File: config.mk
export PLATFORM = sky130hd
export DESIGN_NAME = load_align_unit
export DESIGN_NICKNAME = d
export VERILOG_FILES = /design/src/rtl/load_align_unit.sv
export SDC_FILE = /design/constraint.sdc
export NUM_CORES = 1
export LEC_CHECK = 0
export CORE_MARGIN = 3
export CORE_UTILIZATION = 45
export CTS_BUF_LIST = sky130_fd_sc_hd__clkbuf_8
export DETAILED_ROUTE_END_ITERATION = 6
export GPL_TIMING_DRIVEN = 0
export PLACE_DENSITY = 0.7
export SYNTH_ARGS = -nofsm -noshare
export SYNTH_HDL_FRONTEND = slang
export SYNTH_SLANG_ARGS = --single-unit
File: constraint.sdc
create_clock -name clk_i -period 4.62 [get_ports clk_i]
set_input_delay 0.693 -clock clk_i [delete_from_list [all_inputs] [get_ports clk_i]]
set_output_delay 0.693 -clock clk_i [all_outputs]
set_load 0.1 [all_outputs]
File: src/rtl/load_align_unit.sv
// Load alignment unit: issues one or two lane-aligned reads for a byte/half/word/dword load,
// then shifts the addressed bytes down to bit 0 and zero- or sign-extends them.
module load_align_unit #(
  parameter int unsigned DATA_W           = 32,
  parameter int unsigned ADDR_W           = 32,
  parameter bit          ALLOW_MISALIGNED = 1'b1
) (
  input  logic              clk_i,
  input  logic              rst_i,
  input  logic              req_valid_i,
  output logic              req_ready_o,
  input  logic [ADDR_W-1:0] req_addr_i,
  input  logic [1:0]        req_size_i,
  input  logic              req_signed_i,
  output logic              mem_rd_en_o,
  output logic [ADDR_W-1:0] mem_addr_o,
  input  logic [DATA_W-1:0] mem_rdata_i,
  output logic              rsp_valid_o,
  output logic [DATA_W-1:0] rsp_data_o,
  output logic              rsp_err_o
);

  localparam int unsigned LANES = DATA_W / 8;
  localparam int unsigned LOG_L = $clog2(LANES);

  typedef enum logic [2:0] {StIdle, StRd0, StRd1, StDone, StErr} state_e;

  state_e state_q, state_d;

  logic              accept;
  logic [31:0]       off_in, nb_in;
  logic              illegal_in, cross_in, err_in;
  logic [ADDR_W-1:0] base_in;

  logic [LOG_L-1:0]  off_q;
  logic [1:0]        size_q;
  logic              signed_q;
  logic              cross_q;
  logic [DATA_W-1:0] beat0_q;
  logic [ADDR_W-1:0] mem_addr_q;
  logic              rsp_valid_q, rsp_err_q;
  logic [DATA_W-1:0] rsp_data_q;

  logic [2*DATA_W-1:0] pair, shifted;
  logic [31:0]         nbits;
  logic [DATA_W-1:0]   keep, result;
  logic                sgn;

  // Request classification, evaluated on the raw request fields at accept time.
  always_comb begin
    off_in     = 32'(req_addr_i[LOG_L-1:0]);
    nb_in      = 32'd1 << req_size_i;
    illegal_in = nb_in > LANES;
    cross_in   = (off_in + nb_in) > LANES;
    err_in     = illegal_in || (cross_in && !ALLOW_MISALIGNED);
    base_in    = {req_addr_i[ADDR_W-1:LOG_L], {LOG_L{1'b0}}};
  end

  assign accept = req_valid_i && req_ready_o;

  // FSM state register
  always_ff @(posedge clk_i or posedge rst_i) begin
    if (rst_i) begin
      state_q <= StIdle;
    end else begin
      state_q <= state_d;
    end
  end

  // FSM next state
  always_comb begin
    state_d = state_q;
    unique case (state_q)
      StIdle: begin
        if (accept) state_d = err_in ? StErr : StRd0;
      end
      StRd0:  state_d = cross_q ? StRd1 : StDone;
      StRd1:  state_d = StDone;
      StDone: state_d = StIdle;
      StErr:  state_d = StIdle;
      default: state_d = StIdle;
    endcase
  end

  // FSM outputs
  always_comb begin
    req_ready_o = 1'b0;
    mem_rd_en_o = 1'b0;
    unique case (state_q)
      StIdle:       req_ready_o = !rst_i;
      StRd0, StRd1: mem_rd_en_o = 1'b1;
      default:      ;
    endcase
  end

  // In DONE the final beat is still on mem_rdata_i; beat0 was captured during RD1 for crossers.
  always_comb begin
    pair    = cross_q ? {mem_rdata_i, beat0_q} : {{DATA_W{1'b0}}, mem_rdata_i};
    shifted = pair >> {off_q, 3'b000};
    nbits   = 32'd8 << size_q;
    keep    = ~({DATA_W{1'b1}} << nbits);
    sgn     = 1'b0;
    for (int unsigned i = 0; i < 2 * DATA_W; i++) begin
      if (i == nbits - 32'd1) sgn = shifted[i];
    end
    sgn    = sgn && signed_q;
    result = (shifted[DATA_W-1:0] & keep) | ({DATA_W{sgn}} & ~keep);
  end

  always_ff @(posedge clk_i or posedge rst_i) begin
    if (rst_i) begin
      off_q       <= '0;
      size_q      <= '0;
      signed_q    <= 1'b0;
      cross_q     <= 1'b0;
      beat0_q     <= '0;
      mem_addr_q  <= '0;
      rsp_valid_q <= 1'b0;
      rsp_err_q   <= 1'b0;
      rsp_data_q  <= '0;
    end else begin
      if (accept) begin
        off_q    <= req_addr_i[LOG_L-1:0];
        size_q   <= req_size_i;
        signed_q <= req_signed_i;
        cross_q  <= cross_in;
        if (!err_in) mem_addr_q <= base_in;
      end
      if (state_q == StRd0 && cross_q) mem_addr_q <= mem_addr_q + ADDR_W'(LANES);
      if (state_q == StRd1) beat0_q <= mem_rdata_i;
      rsp_valid_q <= (state_q == StDone) || (state_q == StErr);
      rsp_err_q   <= state_q == StErr;
      if (state_q == StDone) rsp_data_q <= result;
      if (state_q == StErr)  rsp_data_q <= '0;
    end
  end

  assign mem_addr_o  = mem_addr_q;
  assign rsp_valid_o = rsp_valid_q;
  assign rsp_err_o   = rsp_err_q;
  assign rsp_data_o  = rsp_data_q;

endmodule

==> results.md <==
- Maximum number of pins on one net before global-route repair: 57
- Initial antenna violation count: 0
- CTS H-tree lvls: 3
- Clock latency reported for the late side of the worst-skew pair: 0.38 ns
- Mean cell area of the mapped netlist: 10.2 um^2
- Top cells by area in the synthesized netlist: sky130_fd_sc_hd__dfrtp_1, sky130_fd_sc_hd__mux2_2, sky130_fd_sc_hd__mux2i_1
- Result of the run: finished, final reports clean
- Total Routed Length: 18.8 mm
- Data arrival time of the critical path: 2.73 ns
- Final setup skew: 0.0191 ns
- Number of violations of the max-capacitance limit: 0
- Initial core utilization: 47.0%
- HPWL after detailed placement: 13.7 mm
- Antenna diode count: 0
- Area of the multi-input gates: 3190 um^2
- Post-CTS setup repair buffer count: 0
- Clock tree from TritonCTS: yes
- RSZ-0062 raised after global routing: false
- IO buf count: 135
- Endpoint type of the worst setup path: primary output
- Ratio of cells with drive above 1 in the final layout: 14.4%
- Drt first-iter violations: 488
- CTS root buf: sky130_fd_sc_hd__clkbuf_8
- Worst setup path class: primary input to primary output
- Post-CTS clock slew at the launch and capture registers of the worst setup and hold paths: 0.09 ns
- Post-cts repair resize count: 0
- Yosys top cell area share: 43.4%
- Post-route clock period utilization: 74.2%
- Library cells used by synthesis: 64
- Core area: 12900 um^2
- Overall die area: 14900 um^2
- Final setup violating endpoints: 0
- Die H: 122 um
- Mean number of vias per cell: 6.01
- Number of nets in the finished design: 818
- Drt pass-1 iters: 5
- Cts hold-fix bufs: 0
- Share of synthesized flip-flops with an asynchronous set or reset: 100%
- Number of CTS-inserted buffers: 9
- Filler Cell Count: 1068
- Maximum clock path buffer count: 2
- Count of boundary I/O pins: 138
- Horizontal die dimension: 122 um
- Number of synthesized register bits: 105
- Sequential standard cell area: 2630 um^2
- Total DRC errors in the routed layout: 0
- Post-Syn Area: 6050 um^2
- Routed length per placed instance: 20.4 um
- Number of warnings printed during yosys synthesis: 0
- Number of hold-slack violations in the final timing report: 0
- Fmax achieved: 292 MHz
- Number of vias after detailed routing: 5539
- Setup slack of the worst register-to-register path: 2.20 ns
- Final sum of negative setup slack: 0 ns
- Via count of the first global-routing pass: 5446
- CP startpoint kind: primary input
- Antenna Nets Post-Route: 0
- Data required time at the worst endpoint: 3.93 ns
- Area Growth Syn to Fin: 29.6%
- Maximum fanout encountered on the critical timing path: 4
- Standard-cell row count: 41
- Final weighted congestion in routability-driven placement: 0.918
- First-pass GRT wire length: 29.3 mm
- Clock period minus worst slack: 3.43 ns
- Clock sink count: 105
- Global routing usage summed across all routing layers: 25.6%
- Min-delay worst type: flop to flop
- Worst slew slack as a fraction of its limit: 23.1%
- Number of flops mapped to enable cells by yosys: 0
- Post-synthesis cell count: 596
- Library cell with the largest summed area after synthesis: sky130_fd_sc_hd__dfrtp_1
- Max-slew violation count: 0
- Register area share after synthesis: 43.4%
- Worst-Margin Slew: 1.14 ns
- Primary flip-flop cell chosen by synthesis mapping: sky130_fd_sc_hd__dfrtp_1
- Total grt overflow: 0
flip-flops by register name, indices dropped and copies added, names as in the netlist, 2 cells and up:
name        cells
beat0_q        32
rsp_data_o     32
mem_addr_o     30
state_q         3
off_q           2
size_q          2
through the flow:
step                      hold slack, ns  std cells  worst slack (ns)  util [%]  cell area (um^2)
final                              0.494        921              1.19      60.9              7840
after global routing               0.523        921              1.10      60.9              7840
after CTS                          0.499        921              1.19      60.9              7840
after detailed placement           0.476        905              1.21      59.4              7650
after global placement             0.467        904            -0.502      59.2              7620
after floorplan                    0.475        597             0.951         -              6050
area by class of cell:
| cell class | instances | area share [%] |
|---|---|---|
| clock buffer | 10 | 1.76 |
| sequential | 105 | 33.5 |
| inverter | 11 | 0.559 |
| tap | 172 | 2.75 |
| buffer | 38 | 2.54 |
| multi-input combinational | 443 | 40.6 |
| clock inverter | 6 | 0.654 |
| timing repair buffer | 136 | 17.6 |
cell usage after synthesis (8+ instances only):
library cell               count
sky130_fd_sc_hd__nor3_1       14
sky130_fd_sc_hd__nand3_1      23
sky130_fd_sc_hd__nor2_1       39
sky130_fd_sc_hd__o21ai_0      19
sky130_fd_sc_hd__a221o_1      11
sky130_fd_sc_hd__inv_1        11
sky130_fd_sc_hd__o211ai_1     16
sky130_fd_sc_hd__mux2i_1      31
sky130_fd_sc_hd__dfrtp_1     105
sky130_fd_sc_hd__mux4_2        8
sky130_fd_sc_hd__a211oi_1     10
sky130_fd_sc_hd__nand2b_1     10
sky130_fd_sc_hd__o22ai_1       8
sky130_fd_sc_hd__mux2_2       55
sky130_fd_sc_hd__a22oi_1      14
sky130_fd_sc_hd__a21oi_1      31
sky130_fd_sc_hd__nand2_1      66
sky130_fd_sc_hd__clkbuf_1     18
sky130_fd_sc_hd__buf_2        12
logic make-up after synthesis:
family                     synth area share (%)
and+or+nand+nor                            16.7
adders and majority gates                 0.951
DFF                                        43.4
AOI/OAI and AO/OA                          16.1
muxes                                      18.3
other                                    0.0620
buffers and inverters                      3.97
xor gates and xnor gates                  0.434
critical path, cell delays in order:
cell and delay [ns]:
sky130_fd_sc_hd__clkdlybuf4s50_1 0.49, sky130_fd_sc_hd__nor4_2 0.33, sky130_fd_sc_hd__clkdlybuf4s50_1 1.22
worst paths after layout:
path	from	endpoint	cells after the start
min reg2reg	rsp_data_o[5]	rsp_data_o[5]	2
min	rsp_data_o[5]	rsp_data_o[5]	2
max	rst_i	req_ready_o	3
min in group asynchronous	rst_i	mem_addr_o[20]	2
max in group asynchronous	rst_i	rsp_data_o[24]	3
max reg2reg	state_q[1]	rsp_data_o[22]	6
routing by layer:
| metal | up-vias | GRT usage [%] | share of wire, % |
|---|---|---|---|
| met4 | 0 | 10.2 | 2.4 |
| met2 | 277 | 39.2 | 46 |
| met5 | - | 0 | 0 |
| met3 | 32 | 4.27 | 7.4 |
| met1 | 2705 | 36.4 | 44 |
| li1 | 2525 | - | - |
placed cells by master (no fill, tap or decap), drive strengths merged, types with 11 or more instances in the layout:
| cell | n |
|---|---|
| clkbuf | 28 |
| nor2 | 39 |
| buf | 21 |
| mux2i | 31 |
| o21ai | 19 |
| a221o | 11 |
| nor3 | 16 |
| a22oi | 14 |
| mux2 | 55 |
| clkdlybuf4s50 | 135 |
| nand3 | 23 |
| nand2 | 66 |
| a21oi | 31 |
| o211ai | 16 |
| dfrtp | 105 |
| inv | 14 |
Power is not shown: default switching activity piles up to over one toggle a cycle in this logic, so the estimate is an artifact.
==> RTL change, RTL diff (same flow settings) <==
Register the output `rsp_err_o` once more, cleared by the reset; this adds one clock of latency there. The other outputs are not delayed to match.
--- a/src/rtl/load_align_unit.sv
+++ b/src/rtl/load_align_unit.sv
@@ -139,3 +139,9 @@
   assign rsp_valid_o = rsp_valid_q;
-  assign rsp_err_o   = rsp_err_q;
+  always_ff @(posedge clk_i or posedge rst_i) begin
+    if (rst_i) begin
+      rsp_err_o <= '0;
+    end else begin
+      rsp_err_o <= rsp_err_q;
+    end
+  end
   assign rsp_data_o  = rsp_data_q;
Function: changed (a bounded check fails within 4 cycles, from zero or initial values and one cycle with rst_i high).
==> RTL change against the original RTL <==
- area after synthesis is 0.41% higher
- wire length grew 3.0%
- sequential cell count increased by 1
- sequential share of layout area up 0.10 points
- setup slack worse by 0.013 ns
- critical path depth unchanged
- non-clock buffer count unchanged
- final cell count increased by 0.11%
- synthesized cell count increased by 0.17%
- final area grew 0.64%
- critical endpoint unchanged
Power is left out: the tool's default activity adds up to more than one toggle a clock period on the data nets, which glitch-free logic cannot reach.
==> RTL change: results (changes against the original RTL) <==
status = completed
Worst Reg2Reg Path Length in Cells = 5 (-1)
DR WL/cell = 21.0 um (+2.9%)
vias in the first global route = 5,707 (+4.8%)
setup bufs post-CTS = 0 (unchanged)
reg-to-reg startpoint = mem_addr_o[5]
total track usage = 0.264 (+0.00811)
Hold Worst Slack = 0.389 ns (-0.104 ns)
via count = 5,510 (-0.52%)
port bufs = 135 (unchanged)
cts bufs inserted = 9 (unchanged)
largest net degree at the start of global routing = 62 (+8.8%)
ant diodes = 0 (unchanged)
CP arrival = 2.75 ns (+0.02 ns)
Hold Path Class = register to register
Slew HR = 0.183 (-0.0483)
Seq/Total Area, Yosys = 0.437 (+0.00233)
Hold Path Depth = 0 (-2)
Cell variety after synth = 64 (unchanged)
H-Tree Level Count = 3 (unchanged)
DRT iter0 DRCs = 445 (-8.8%)
layout cells sized above 1 = 0.148 (+0.00381)
Post-CTS Resized = 0 (unchanged)
pre-CTS setup slack = 1.20 ns (-0.00531 ns)
Clock Skew = 0.00685 ns (-0.0123 ns)
clk slew on worst S/H paths = 0.10 ns
clk_lat worst skew = 0.39 ns
Post-Place Cells = 906 (+0.11%)
Hold Crit Endpoint = rsp_err_o
Syn Area/Cell = 10.2 sq um (+0.25%)
dpl hpwl = 14.4 mm (+4.9%)
Hold Path Origin = rsp_err_q
synth warn = 0 (unchanged)
post-place instance area = 7670 sq um (+0.33%)
first-pass GRT wire length = 30.2 mm (+2.9%)
Critical Path Max Stage Delay = 1.22 ns (about the same)
antenna violations before repair = 0 (unchanged)
RePlAce Congestion = 0.910 (-0.85%)
fin cells = 922 (+0.11%)
Post-synth top cells = dfrtp_1 (106), nand2_1 (66), mux2_2 (55)
RR Endpoint = mem_addr_o[21]
NumNets Final = 819 (+0.12%)
top post-synthesis cells by area = dfrtp_1 (44%), mux2_2 (10%), mux2i_1 (5.1%)
Async S/R FF share, synth = 1.00 (unchanged)
R2R Setup Slk = 2.15 ns (-0.05 ns)
root buffer cell = clkbuf_8
CTS max path bufs = 2 (unchanged)
Pre-Repair DR Iteration Count = 5 (unchanged)
## RTL change: cell types whose count changed after synthesis
| cell | unedited run | this run |
|---|---|---|
| dfrtp_1 | 105 | 106 |
## RTL change: cell type report
class | instances | area (sq um)
Multi-Input combinational cell | 443 | 3190
Buffer | 38 | 199
Tap cell | 172 | 215
Clock inverter | 5 | 62.6
Inverter | 11 | 43.8
Clock buffer | 11 | 151
Fill cell | 1180 | 5040
Sequential cell | 106 | 2650
Timing Repair Buffer | 136 | 1380
## RTL change: through the flow
step                      utilization  setup TNS (ns)
final                           0.610               0
after global routing            0.610               0
after detailed placement        0.594               0
after CTS                       0.610               0
after global placement          0.591          -61.35
after floorplan                     -               0
## RTL change: kinds of logic (layout without fill, tap and decap cells)
kind of cell	count (synthesis)	in the layout	synth area share
flops	106	106	0.437
xor+xnor	3	3	0.00433
compound gates	139	139	0.160
buf+inv	49	201	0.0395
simple gates	201	201	0.166
fa+ha+maj	4	4	0.00948
mux	94	94	0.183
other cells	1	2	0.000617
## RTL change: metal layers
| metal | part of all wire | up-vias | GRT usage |
|---|---|---|---|
| li1 | - | 2520 | - |
| met3 | 0.070 | 35 | 0.0492 |
| met1 | 0.42 | 2713 | 0.334 |
| met5 | 0 | - | 0 |
| met2 | 0.49 | 242 | 0.446 |
| met4 | 0.025 | 0 | 0.110 |
## RTL change: how the worst max path moves through the flow
stage                from             end  slack [ns]  cells past startpoint
floorplan           rst_i  mem_addr_o[16]        0.95                      5
global placement    rst_i     rsp_valid_o       -0.59                      2
detailed placement  rst_i     req_ready_o        1.20                      3
CTS                 rst_i     req_ready_o        1.19                      3
global route        rst_i     req_ready_o        1.14                      3
finish              rst_i     req_ready_o        1.18                      3
